`config.mk`:
```
export PLATFORM = sky130hd
export DESIGN_NAME = operand_fetch_unit
export DESIGN_NICKNAME = d
export VERILOG_FILES = /design/src/rtl/simplerisc_pkg.sv /design/src/rtl/register_file.sv /design/src/rtl/operand_fetch_unit.sv
export SDC_FILE = /design/constraint.sdc
export NUM_CORES = 1
export LEC_CHECK = 0
export ABC_AREA = 1
export CAP_MARGIN = 20
export CORE_ASPECT_RATIO = 0.5
export CORE_MARGIN = 5
export CORE_UTILIZATION = 50
export CTS_BUF_LIST = sky130_fd_sc_hd__clkbuf_2 sky130_fd_sc_hd__clkbuf_4 sky130_fd_sc_hd__clkbuf_8
export CTS_CLUSTER_SIZE = 20
export DETAILED_ROUTE_END_ITERATION = 16
export PLACE_DENSITY = 0.7
export SLEW_MARGIN = 15
export SYNTH_ARGS = -nofsm -noshare
export SYNTH_HDL_FRONTEND = slang
export SYNTH_HIERARCHICAL = 1
export SYNTH_SLANG_ARGS = --single-unit
export TNS_END_PERCENT = 10
```
`constraint.sdc`:
```
create_clock -name clk -period 4 [get_ports clk]
set_input_delay 0.8 -clock clk [delete_from_list [all_inputs] [get_ports clk]]
set_output_delay 0.8 -clock clk [all_outputs]
set_load 0.03 [all_outputs]
```
`src/rtl/simplerisc_pkg.sv`:
```
// Shared constants for the SimpleRisc operand-fetch stage: opcodes and
// control-bus bit positions.
package simplerisc_pkg;

  localparam int DATA_W   = 32;
  localparam int NUM_REGS = 16;
  localparam int CTRL_W   = 24;

  localparam logic [4:0] OP_ADD  = 5'd0;
  localparam logic [4:0] OP_SUB  = 5'd1;
  localparam logic [4:0] OP_MUL  = 5'd2;
  localparam logic [4:0] OP_DIV  = 5'd3;
  localparam logic [4:0] OP_MOD  = 5'd4;
  localparam logic [4:0] OP_CMP  = 5'd5;
  localparam logic [4:0] OP_AND  = 5'd6;
  localparam logic [4:0] OP_OR   = 5'd7;
  localparam logic [4:0] OP_NOT  = 5'd8;
  localparam logic [4:0] OP_MOV  = 5'd9;
  localparam logic [4:0] OP_LSL  = 5'd10;
  localparam logic [4:0] OP_LSR  = 5'd11;
  localparam logic [4:0] OP_ASR  = 5'd12;
  localparam logic [4:0] OP_NOP  = 5'd13;
  localparam logic [4:0] OP_LD   = 5'd14;
  localparam logic [4:0] OP_ST   = 5'd15;
  localparam logic [4:0] OP_BEQ  = 5'd16;
  localparam logic [4:0] OP_BGT  = 5'd17;
  localparam logic [4:0] OP_B    = 5'd18;
  localparam logic [4:0] OP_CALL = 5'd19;
  localparam logic [4:0] OP_RET  = 5'd20;

  localparam int CB_ST   = 0;
  localparam int CB_LD   = 1;
  localparam int CB_BEQ  = 2;
  localparam int CB_BGT  = 3;
  localparam int CB_RET  = 4;
  localparam int CB_IMM  = 5;
  localparam int CB_WB   = 6;
  localparam int CB_UBR  = 7;
  localparam int CB_CALL = 8;
  localparam int CB_ADD  = 9;
  localparam int CB_SUB  = 10;
  localparam int CB_CMP  = 11;
  localparam int CB_MUL  = 12;
  localparam int CB_DIV  = 13;
  localparam int CB_MOD  = 14;
  localparam int CB_LSL  = 15;
  localparam int CB_LSR  = 16;
  localparam int CB_ASR  = 17;
  localparam int CB_OR   = 18;
  localparam int CB_AND  = 19;
  localparam int CB_NOT  = 20;
  localparam int CB_MOV  = 21;
  localparam int CB_NOP  = 22;

endpackage

```
`src/rtl/register_file.sv`:
```
// 16x32 register file: two combinational read ports, one write port, with
// write-to-read bypass so OF sees the value WB is writing this cycle.
module register_file
  import simplerisc_pkg::*;
(
  input  logic              clk,
  input  logic              i_reset,
  input  logic [3:0]        i_ra1,
  input  logic [3:0]        i_ra2,
  input  logic [3:0]        i_wa,
  input  logic [DATA_W-1:0] i_wd,
  input  logic              i_we,
  output logic [DATA_W-1:0] o_rd1,
  output logic [DATA_W-1:0] o_rd2
);

  logic [DATA_W-1:0] r_regs [NUM_REGS];

  always_ff @(posedge clk) begin
    if (i_reset) begin
      for (int i = 0; i < NUM_REGS; i++) r_regs[i] <= '0;
    end else if (i_we) begin
      r_regs[i_wa] <= i_wd;
    end
  end

  assign o_rd1 = (i_we && (i_wa == i_ra1)) ? i_wd : r_regs[i_ra1];
  assign o_rd2 = (i_we && (i_wa == i_ra2)) ? i_wd : r_regs[i_ra2];

endmodule

```
`src/rtl/operand_fetch_unit.sv`:
```
// SimpleRisc operand-fetch stage: decode, register read, immediate and branch
// target formation, all captured in the OF/EX latch one cycle later.
module operand_fetch_unit
  import simplerisc_pkg::*;
(
  input  logic              clk,
  input  logic              reset,
  input  logic [DATA_W-1:0] instruction_in,
  input  logic [DATA_W-1:0] pc_in,
  input  logic [3:0]        wr_adr,
  input  logic [DATA_W-1:0] wr_data,
  input  logic              is_wb,
  output logic [DATA_W-1:0] pc_out,
  output logic [DATA_W-1:0] instruction_out,
  output logic [CTRL_W-1:0] control_bus_out,
  output logic [DATA_W-1:0] btarget,
  output logic [DATA_W-1:0] A,
  output logic [DATA_W-1:0] B,
  output logic [DATA_W-1:0] op2_out
);

  logic [4:0]        w_opcode;
  logic [3:0]        w_rd, w_rs1, w_rs2, w_ra1, w_ra2;
  logic [1:0]        w_mod;
  logic [15:0]       w_imm16;
  logic [26:0]       w_off27;
  logic [CTRL_W-1:0] w_ctrl;
  logic [DATA_W-1:0] w_rd1, w_rd2, w_immx, w_op2, w_btarget;

  logic [DATA_W-1:0] r_pc_p1, r_ins_p1, r_bt_p1, r_a_p1, r_b_p1, r_op2_p1;
  logic [CTRL_W-1:0] r_ctrl_p1;

  function automatic logic [DATA_W-1:0] imm_extend(input logic [1:0] m,
                                                   input logic [15:0] imm);
    case (m)
      2'b01:   return {16'h0000, imm};
      2'b10:   return {imm, 16'h0000};
      default: return {{16{imm[15]}}, imm};
    endcase
  endfunction

  assign w_opcode = instruction_in[31:27];
  assign w_rd     = instruction_in[25:22];
  assign w_rs1    = instruction_in[21:18];
  assign w_rs2    = instruction_in[17:14];
  assign w_mod    = instruction_in[17:16];
  assign w_imm16  = instruction_in[15:0];
  assign w_off27  = instruction_in[26:0];

  always_comb begin
    w_ctrl         = '0;
    w_ctrl[CB_IMM] = instruction_in[26];
    case (w_opcode)
      OP_ADD:  begin w_ctrl[CB_ADD] = 1'b1; w_ctrl[CB_WB] = 1'b1; end
      OP_SUB:  begin w_ctrl[CB_SUB] = 1'b1; w_ctrl[CB_WB] = 1'b1; end
      OP_MUL:  begin w_ctrl[CB_MUL] = 1'b1; w_ctrl[CB_WB] = 1'b1; end
      OP_DIV:  begin w_ctrl[CB_DIV] = 1'b1; w_ctrl[CB_WB] = 1'b1; end
      OP_MOD:  begin w_ctrl[CB_MOD] = 1'b1; w_ctrl[CB_WB] = 1'b1; end
      OP_CMP:  w_ctrl[CB_CMP] = 1'b1;
      OP_AND:  begin w_ctrl[CB_AND] = 1'b1; w_ctrl[CB_WB] = 1'b1; end
      OP_OR:   begin w_ctrl[CB_OR]  = 1'b1; w_ctrl[CB_WB] = 1'b1; end
      OP_NOT:  begin w_ctrl[CB_NOT] = 1'b1; w_ctrl[CB_WB] = 1'b1; end
      OP_MOV:  begin w_ctrl[CB_MOV] = 1'b1; w_ctrl[CB_WB] = 1'b1; end
      OP_LSL:  begin w_ctrl[CB_LSL] = 1'b1; w_ctrl[CB_WB] = 1'b1; end
      OP_LSR:  begin w_ctrl[CB_LSR] = 1'b1; w_ctrl[CB_WB] = 1'b1; end
      OP_ASR:  begin w_ctrl[CB_ASR] = 1'b1; w_ctrl[CB_WB] = 1'b1; end
      OP_LD:   begin w_ctrl[CB_LD] = 1'b1; w_ctrl[CB_ADD] = 1'b1; w_ctrl[CB_WB] = 1'b1; end
      OP_ST:   begin w_ctrl[CB_ST] = 1'b1; w_ctrl[CB_ADD] = 1'b1; end
      OP_BEQ:  w_ctrl[CB_BEQ] = 1'b1;
      OP_BGT:  w_ctrl[CB_BGT] = 1'b1;
      OP_B:    w_ctrl[CB_UBR] = 1'b1;
      // call only flags the write here; R15 is chosen as destination downstream
      OP_CALL: begin w_ctrl[CB_UBR] = 1'b1; w_ctrl[CB_CALL] = 1'b1; w_ctrl[CB_WB] = 1'b1; end
      OP_RET:  begin w_ctrl[CB_UBR] = 1'b1; w_ctrl[CB_RET] = 1'b1; end
      default: w_ctrl[CB_NOP] = 1'b1;
    endcase
  end

  // ret reads the return address from R15; st reads its data register from rd
  assign w_ra1 = w_ctrl[CB_RET] ? 4'd15 : w_rs1;
  assign w_ra2 = w_ctrl[CB_ST]  ? w_rd  : w_rs2;

  register_file u_regfile (
    .clk     (clk),
    .i_reset (reset),
    .i_ra1   (w_ra1),
    .i_ra2   (w_ra2),
    .i_wa    (wr_adr),
    .i_wd    (wr_data),
    .i_we    (is_wb),
    .o_rd1   (w_rd1),
    .o_rd2   (w_rd2)
  );

  assign w_immx    = imm_extend(w_mod, w_imm16);
  assign w_op2     = w_ctrl[CB_IMM] ? w_immx : w_rd2;
  assign w_btarget = pc_in + {{3{w_off27[26]}}, w_off27, 2'b00};

  // OF/EX latch
  always_ff @(posedge clk) begin
    if (reset) begin
      r_pc_p1   <= '0;
      r_ins_p1  <= '0;
      r_ctrl_p1 <= '0;
      r_bt_p1   <= '0;
      r_a_p1    <= '0;
      r_b_p1    <= '0;
      r_op2_p1  <= '0;
    end else begin
      r_pc_p1   <= pc_in;
      r_ins_p1  <= instruction_in;
      r_ctrl_p1 <= w_ctrl;
      r_bt_p1   <= w_btarget;
      r_a_p1    <= w_rd1;
      r_b_p1    <= w_rd2;
      r_op2_p1  <= w_op2;
    end
  end

  assign pc_out          = r_pc_p1;
  assign instruction_out = r_ins_p1;
  assign control_bus_out = r_ctrl_p1;
  assign btarget         = r_bt_p1;
  assign A               = r_a_p1;
  assign B               = r_b_p1;
  assign op2_out         = r_op2_p1;

endmodule

```
# Word-level counts from Yosys, hierarchy flattened
# Memories as Yosys holds them, arrays and structs flattened. A register that Yosys moved wholly into a read port is not among the register bits.
# Index checks and enable logic that the tools add are counted.
dict set report totals {
  register_bits 184
  latchBits 0
  ram_bits 512
  mem_bits_ro 0
  wordCells 73
  n_memories 1
}
dict set report op_classes {
  add_sub_neg 1
  mul 0
  n_div 0
  magnitude_cmp 0
  n_eq_ne 22
  shift 0
  n_mux 35
  bitwise 0
  n_reduce_logical 7
}
# memory words width read_ports rd_ports_with_merged_regs write_ports line
set mem_list {}
lappend mem_list {u_regfile.r_regs 16 32 2 1 16 register_file.sv:17} ;# logic [DATA_W-1:0] r_regs [NUM_REGS];
# cell n
set ops {}
lappend ops {{two-way mux 32 bit} 3}
lappend ops {{case mux 32 bit (2 select lines)} 1}
lappend ops {{equality test 5 x 4 -> 1 bit (second input constant)} 7}
lappend ops {{adder 32 bit} 1}
lappend ops {{OR reduction 32 bit} 1}
lappend ops {{two-way mux 1 bit} 28}
lappend ops {{equality test 5 bit (second input constant)} 5}
lappend ops {{equality test 5 x 3 -> 1 bit (second input constant)} 4}
lappend ops {{OR reduction 20 bit} 1}
lappend ops {{OR reduction 14 bit} 1}
lappend ops {{two-way mux 4 bit} 3}
lappend ops {{equality test 5 x 2 -> 1 bit (second input constant)} 2}
lappend ops {{OR reduction 3 bit} 2}
lappend ops {{equality test 5 x 1 -> 1 bit (second input constant)} 1}
lappend ops {{zero test 5 bit} 1}
lappend ops {{equality test 4 bit} 1}
lappend ops {{equality test 2 x 1 -> 1 bit (second input constant)} 1}
lappend ops {{equality test 2 bit (second input constant)} 1}
lappend ops {{logical AND 1 bit} 1}

# Depth between registers and ports, before layout
dict set report logic_depth {
  word_depth 7
  ltp_mapped 23
}

# By module
# Netlist, hierarchy kept.
# mod n_inst cells_per_inst area_each_um2 seq_area_each_um2
set modules_own_cells {}
lappend modules_own_cells {register_file 1 3757 28868.9 15374.7}
lappend modules_own_cells {operand_fetch_unit 1 1145 8530.7 4244.1}

# Worst setup path after synthesis
# No wires, ideal clock.
dict set report synth_timing {
  path_type {input port to flip-flop}
  start {input port instruction_in[29]}
  end {register r_op2_p1[15], in the netlist op2_out[15]}
  setup_ns 0.117
  t_arrival_ns 2.711
  t_required_ns 3.883
  slack_ns 1.171
  cell_stages 18
  path_buffers 2
  cell_sequence {inv_1 -> nor3_1 -> nand2_1 -> clkinv_1 -> nand2_1 -> o21ai_1 -> buf_2 -> buf_1 -> nand3_1 -> nand3_1 -> nand2_1 -> nand2_1 -> nand2_1 -> nand2_1 -> nand2_1 -> inv_1 -> nor2_1 -> a32o_1}
}
dict set report synth_via {
  elab_chain_cells 7
  word_cells_on_any_way 8
  classes_between {eq/ne (2); mux (4); reduce/logical (1); memory (1)}
}
# item line
set synth_lines {}
lappend synth_lines {{start: declaration} operand_fetch_unit.sv:8} ;# input logic [DATA_W-1:0] instruction_in,
lappend synth_lines {{equality test 5 x 4 -> 1 bit *} operand_fetch_unit.sv:53} ;# case (w_opcode)
lappend synth_lines {{two-way mux 1 bit *} operand_fetch_unit.sv:53}
lappend synth_lines {{two-way mux 4 bit *} operand_fetch_unit.sv:81} ;# assign w_ra2 = w_ctrl[CB_ST] ? w_rd : w_rs2;
lappend synth_lines {{named net w_ra2[1]} operand_fetch_unit.sv:23} ;# logic [3:0] w_rd, w_rs1, w_rs2, w_ra1, w_ra2;
lappend synth_lines {{parallel branches: the longest is 2 deep, another holds memory read (16 x 32 bit)} --}
lappend synth_lines {{two-way mux 32 bit *} register_file.sv:28} ;# assign o_rd2 = (i_we && (i_wa == i_ra2)) ? i_wd : r_regs[i_ra2];
lappend synth_lines {{named net w_rd2[15]} operand_fetch_unit.sv:28} ;# logic [DATA_W-1:0] w_rd1, w_rd2, w_immx, w_op2, w_btarget;
lappend synth_lines {{two-way mux 32 bit *} operand_fetch_unit.sv:96} ;# assign w_op2 = w_ctrl[CB_IMM] ? w_immx : w_rd2;
lappend synth_lines {{end signal: assignment} operand_fetch_unit.sv:116} ;# r_op2_p1 <= w_op2;
lappend synth_lines {{end: declaration} operand_fetch_unit.sv:30} ;# logic [DATA_W-1:0] r_pc_p1, r_ins_p1, r_bt_p1, r_a_p1, r_b_p1, r_op2_p1;
# Mark *: on every way through the listed nets, which the timed path passes.
# A chain may end at the register's enable or synchronous reset.

# Worst setup path after layout
dict set report layout_timing {
  start {input port instruction_in[29]}
  end {register r_op2_p1[13], in the netlist op2_out[13]}
}
# Same word-level chain as after synthesis.

==> impl_metrics.env <==
export IMPL_setup_viol=0
export IMPL_drive_above_1_share_pct=9.52
export IMPL_drt_wirelength_per_cell_um=24.1
export IMPL_crit_type="input port to register"
export IMPL_die_x_um=397
export IMPL_fin_crit_ps=3670
export IMPL_vias_per_cell=5.87
export IMPL_slowest_delay_ps=530
export IMPL_critPathArrivalTime_ps=4380
export IMPL_grt_pass1_vias=34833
export IMPL_gp_congestion=0.968
export IMPL_synthFlopType="edfxtp_1"
export IMPL_drt_pass1_iterations=7
export IMPL_worstMarginPinSlew_ps=983
export IMPL_boundaryPins=319
export IMPL_drc=0
export IMPL_clkLatencyLatePin_ps=810
export IMPL_cts_tree="done"
export IMPL_whs_ps=282
export IMPL_worstHoldStart="reset"
export IMPL_grt_ovfl_total=0
export IMPL_drv_cap=0
export IMPL_final_fill_count=6389
export IMPL_outcome="finished, final reports clean"
export IMPL_syn_num_nets=5037
export IMPL_hpwl_um=95900
export IMPL_report_final_hold_viol_count=0
export IMPL_worst_slack_ps=327
export IMPL_ant_nets=0
export IMPL_fp_dieH_um=203
export IMPL_die_area_sq_um=80700
export IMPL_grt_pass1_wl_um=221000
export IMPL_ys_seq_elements=724
export IMPL_grt_max_degree=79
export IMPL_fin_skew_ps=40.2
export IMPL_total_power_mw=19.5
export IMPL_critical_path_top_delay_family="simple AND/OR/NAND/NOR gates"
export IMPL_drtIter0Drc=6154
export IMPL_start_kind="input port"
export IMPL_seq_area_frac_synth_pct=52.5
export IMPL_num_vias=36704
export IMPL_drt_total_wl_um=151000
export IMPL_dp_slack_ps=-240
export IMPL_netlist_area_leader_share_pct=41.1
export IMPL_cts_path_max_buffers=3
export IMPL_power_density_nw_per_um2=433
export IMPL_hold_depth=2
export IMPL_layout_common_cells="nand2_1, nand3_1, nor2_1, edfxtp_1, clkdlybuf4s50_1"
export IMPL_synth_area_sq_um=37400
export IMPL_cts_clk_slew_worst_paths_ps=80
export IMPL_num_rows=70
export IMPL_htreeDepth=3
export IMPL_hold_path_endpoint="pc_out[15]$_SDFF_PP0_"
export IMPL_synth_area_top_cells="edfxtp_1, nand2_1, dfxtp_1"
export IMPL_slew_viol_final=0
export IMPL_cp_required_ps=4700
export IMPL_yosysTopAreaCell="edfxtp_1"
export IMPL_max_freq_mhz=272
export IMPL_antenna_found_initial=2
export IMPL_peakVddDrop_v=0.000266
export IMPL_crit_buf_inv=9
export IMPL_synth_edf_count=512
export IMPL_cts_sinks=724
export IMPL_rsz0062_at_grt="false"
export IMPL_critPathMaxFanout=26
export IMPL_async_flop_share_pct=0
export IMPL_finalCritPeriodShare_pct=91.8
export IMPL_hold_path_class="input port to register"
export IMPL_synthesis_instances=4902
export IMPL_maxSlewHeadroom_pct=34.5
export IMPL_r2r_cells=12
export IMPL_crit_slowest_cell="nor2_1"
export IMPL_r2r_slack_ps=2070
export IMPL_end_kind="register"
export IMPL_ctsHoldBuffers=0
export IMPL_cellLeakagePower_nw=20.1
export IMPL_io_buffers=317
export IMPL_fin_setup_tns_ps=0
export IMPL_final_common_cell="nand2_1"
export IMPL_yosysWarnings=6
export IMPL_coreArea_sq_um=73600
export IMPL_cts_inserted_buffers=106
export IMPL_postSynthAreaPerCell_sq_um=7.63
export IMPL_grt_util_all_layers_pct=36.4
export IMPL_critPathMostFrequentCell="nand2_1"
export IMPL_r2r_end="op2_out[13]$_SDFF_PP0_"
export IMPL_cts_root_buf="clkbuf_8"
export IMPL_synth_cell_types=45
export IMPL_initial_core_util_pct=50.8
export IMPL_synthToLayoutAreaGrowth_pct=20.8
export IMPL_post_cts_buffers=0
export IMPL_final_nets=5324
export IMPL_rr_startpoint="u_regfile/r_regs[7][13]$_SDFFCE_PN0P_"
export IMPL_cts_resized=0
## cell type report
type,instances,area [sq um],area share (%)
Antenna cell,1,2.50,0.00554
Clock buffer,170,2150,4.76
Clock inverter,31,352,0.778
Inverter,302,1150,2.54
Multi-Input combinational cell,3531,15200,33.7
Sequential cell,724,19600,43.4
Tap cell,972,1220,2.69
Timing Repair Buffer,524,5470,12.1
## report_power, final
group / internal, mW / total, mW / leakage (nW) / switching [mW]
clock: 3.87 / 7.03 / 1.32 / 3.16
sequential: 8.49 / 8.74 / 6.64 / 0.241
combinational: 1.23 / 3.77 / 12.2 / 2.54
total: 13.6 / 19.5 / 20.1 / 5.94
## how the worst max path moves through the flow
| stage | depth (start not counted) | slack (ps) | end | from |
|---|---|---|---|---|
| floorplan | 18 | 1170 | op2_out[15]$_SDFF_PP0_ | instruction_in[29] |
| global placement | 25 | -230 | op2_out[13]$_SDFF_PP0_ | instruction_in[29] |
| detailed placement | 25 | -240 | op2_out[13]$_SDFF_PP0_ | instruction_in[29] |
| CTS | 25 | 600 | op2_out[13]$_SDFF_PP0_ | instruction_in[29] |
| global route | 25 | 180 | op2_out[13]$_SDFF_PP0_ | instruction_in[29] |
| finish | 25 | 330 | op2_out[13]$_SDFF_PP0_ | instruction_in[29] |
## flip-flops by register name, indices dropped and copies added (netlist names)
register / count
instruction_out: 32
op2_out: 32
btarget: 30
A: 32
B: 32
pc_out: 32
control_bus_out: 22
u_regfile/r_regs: 512
## layer usage
metal / vias up / track usage (%) / part of all wire (%)
li1: 16385 / - / -
met1: 16981 / 49.1 / 38
met2: 2821 / 54.6 / 42
met3: 517 / 10.9 / 15
met4: 0 / 16.2 / 4.9
met5: - / 0 / 0
## Yosys cell counts, types with 19 or more instances
cell type,n
nand2_1,1765
nand3_1,808
nor2_1,707
edfxtp_1,512
inv_1,283
dfxtp_1,212
buf_2,158
clkbuf_1,127
a21oi_1,42
buf_1,40
nand4_1,39
ha_1,31
o21ai_0,29
buf_4,19
nor3_1,19
## stage by stage
step | util (%) | instances | instance area (sq um)
detailed placement | 58.0 | 6052 | 42700
CTS | 61.4 | 6253 | 45200
finish | 61.4 | 6255 | 45200
global placement | 58.0 | 6052 | 42700
floorplan | - | 4902 | 37400
global route | 61.4 | 6255 | 45200
## worst register-to-register path, delay by kind of cell, from the launching register on
family | cells | cell delay, ps
buffers and inverters | 1 | 60
AO/OA/AOI/OAI | 1 | 140
AND/OR/NAND/NOR | 10 | 1310
flip-flops | 1 | 360
## kinds of logic after synthesis
family	count (synthesis)	share of synthesized area [%]
AOI/OAI and AO/OA	113	1.75
xor gates and xnor gates	2	0.0468
adders and majority gates	32	1.09
buffers and inverters	647	7.23
DFF	724	52.5
other	1	0.0100
and+or+nand+nor	3383	37.4
(Power assumes the default switching activity.)
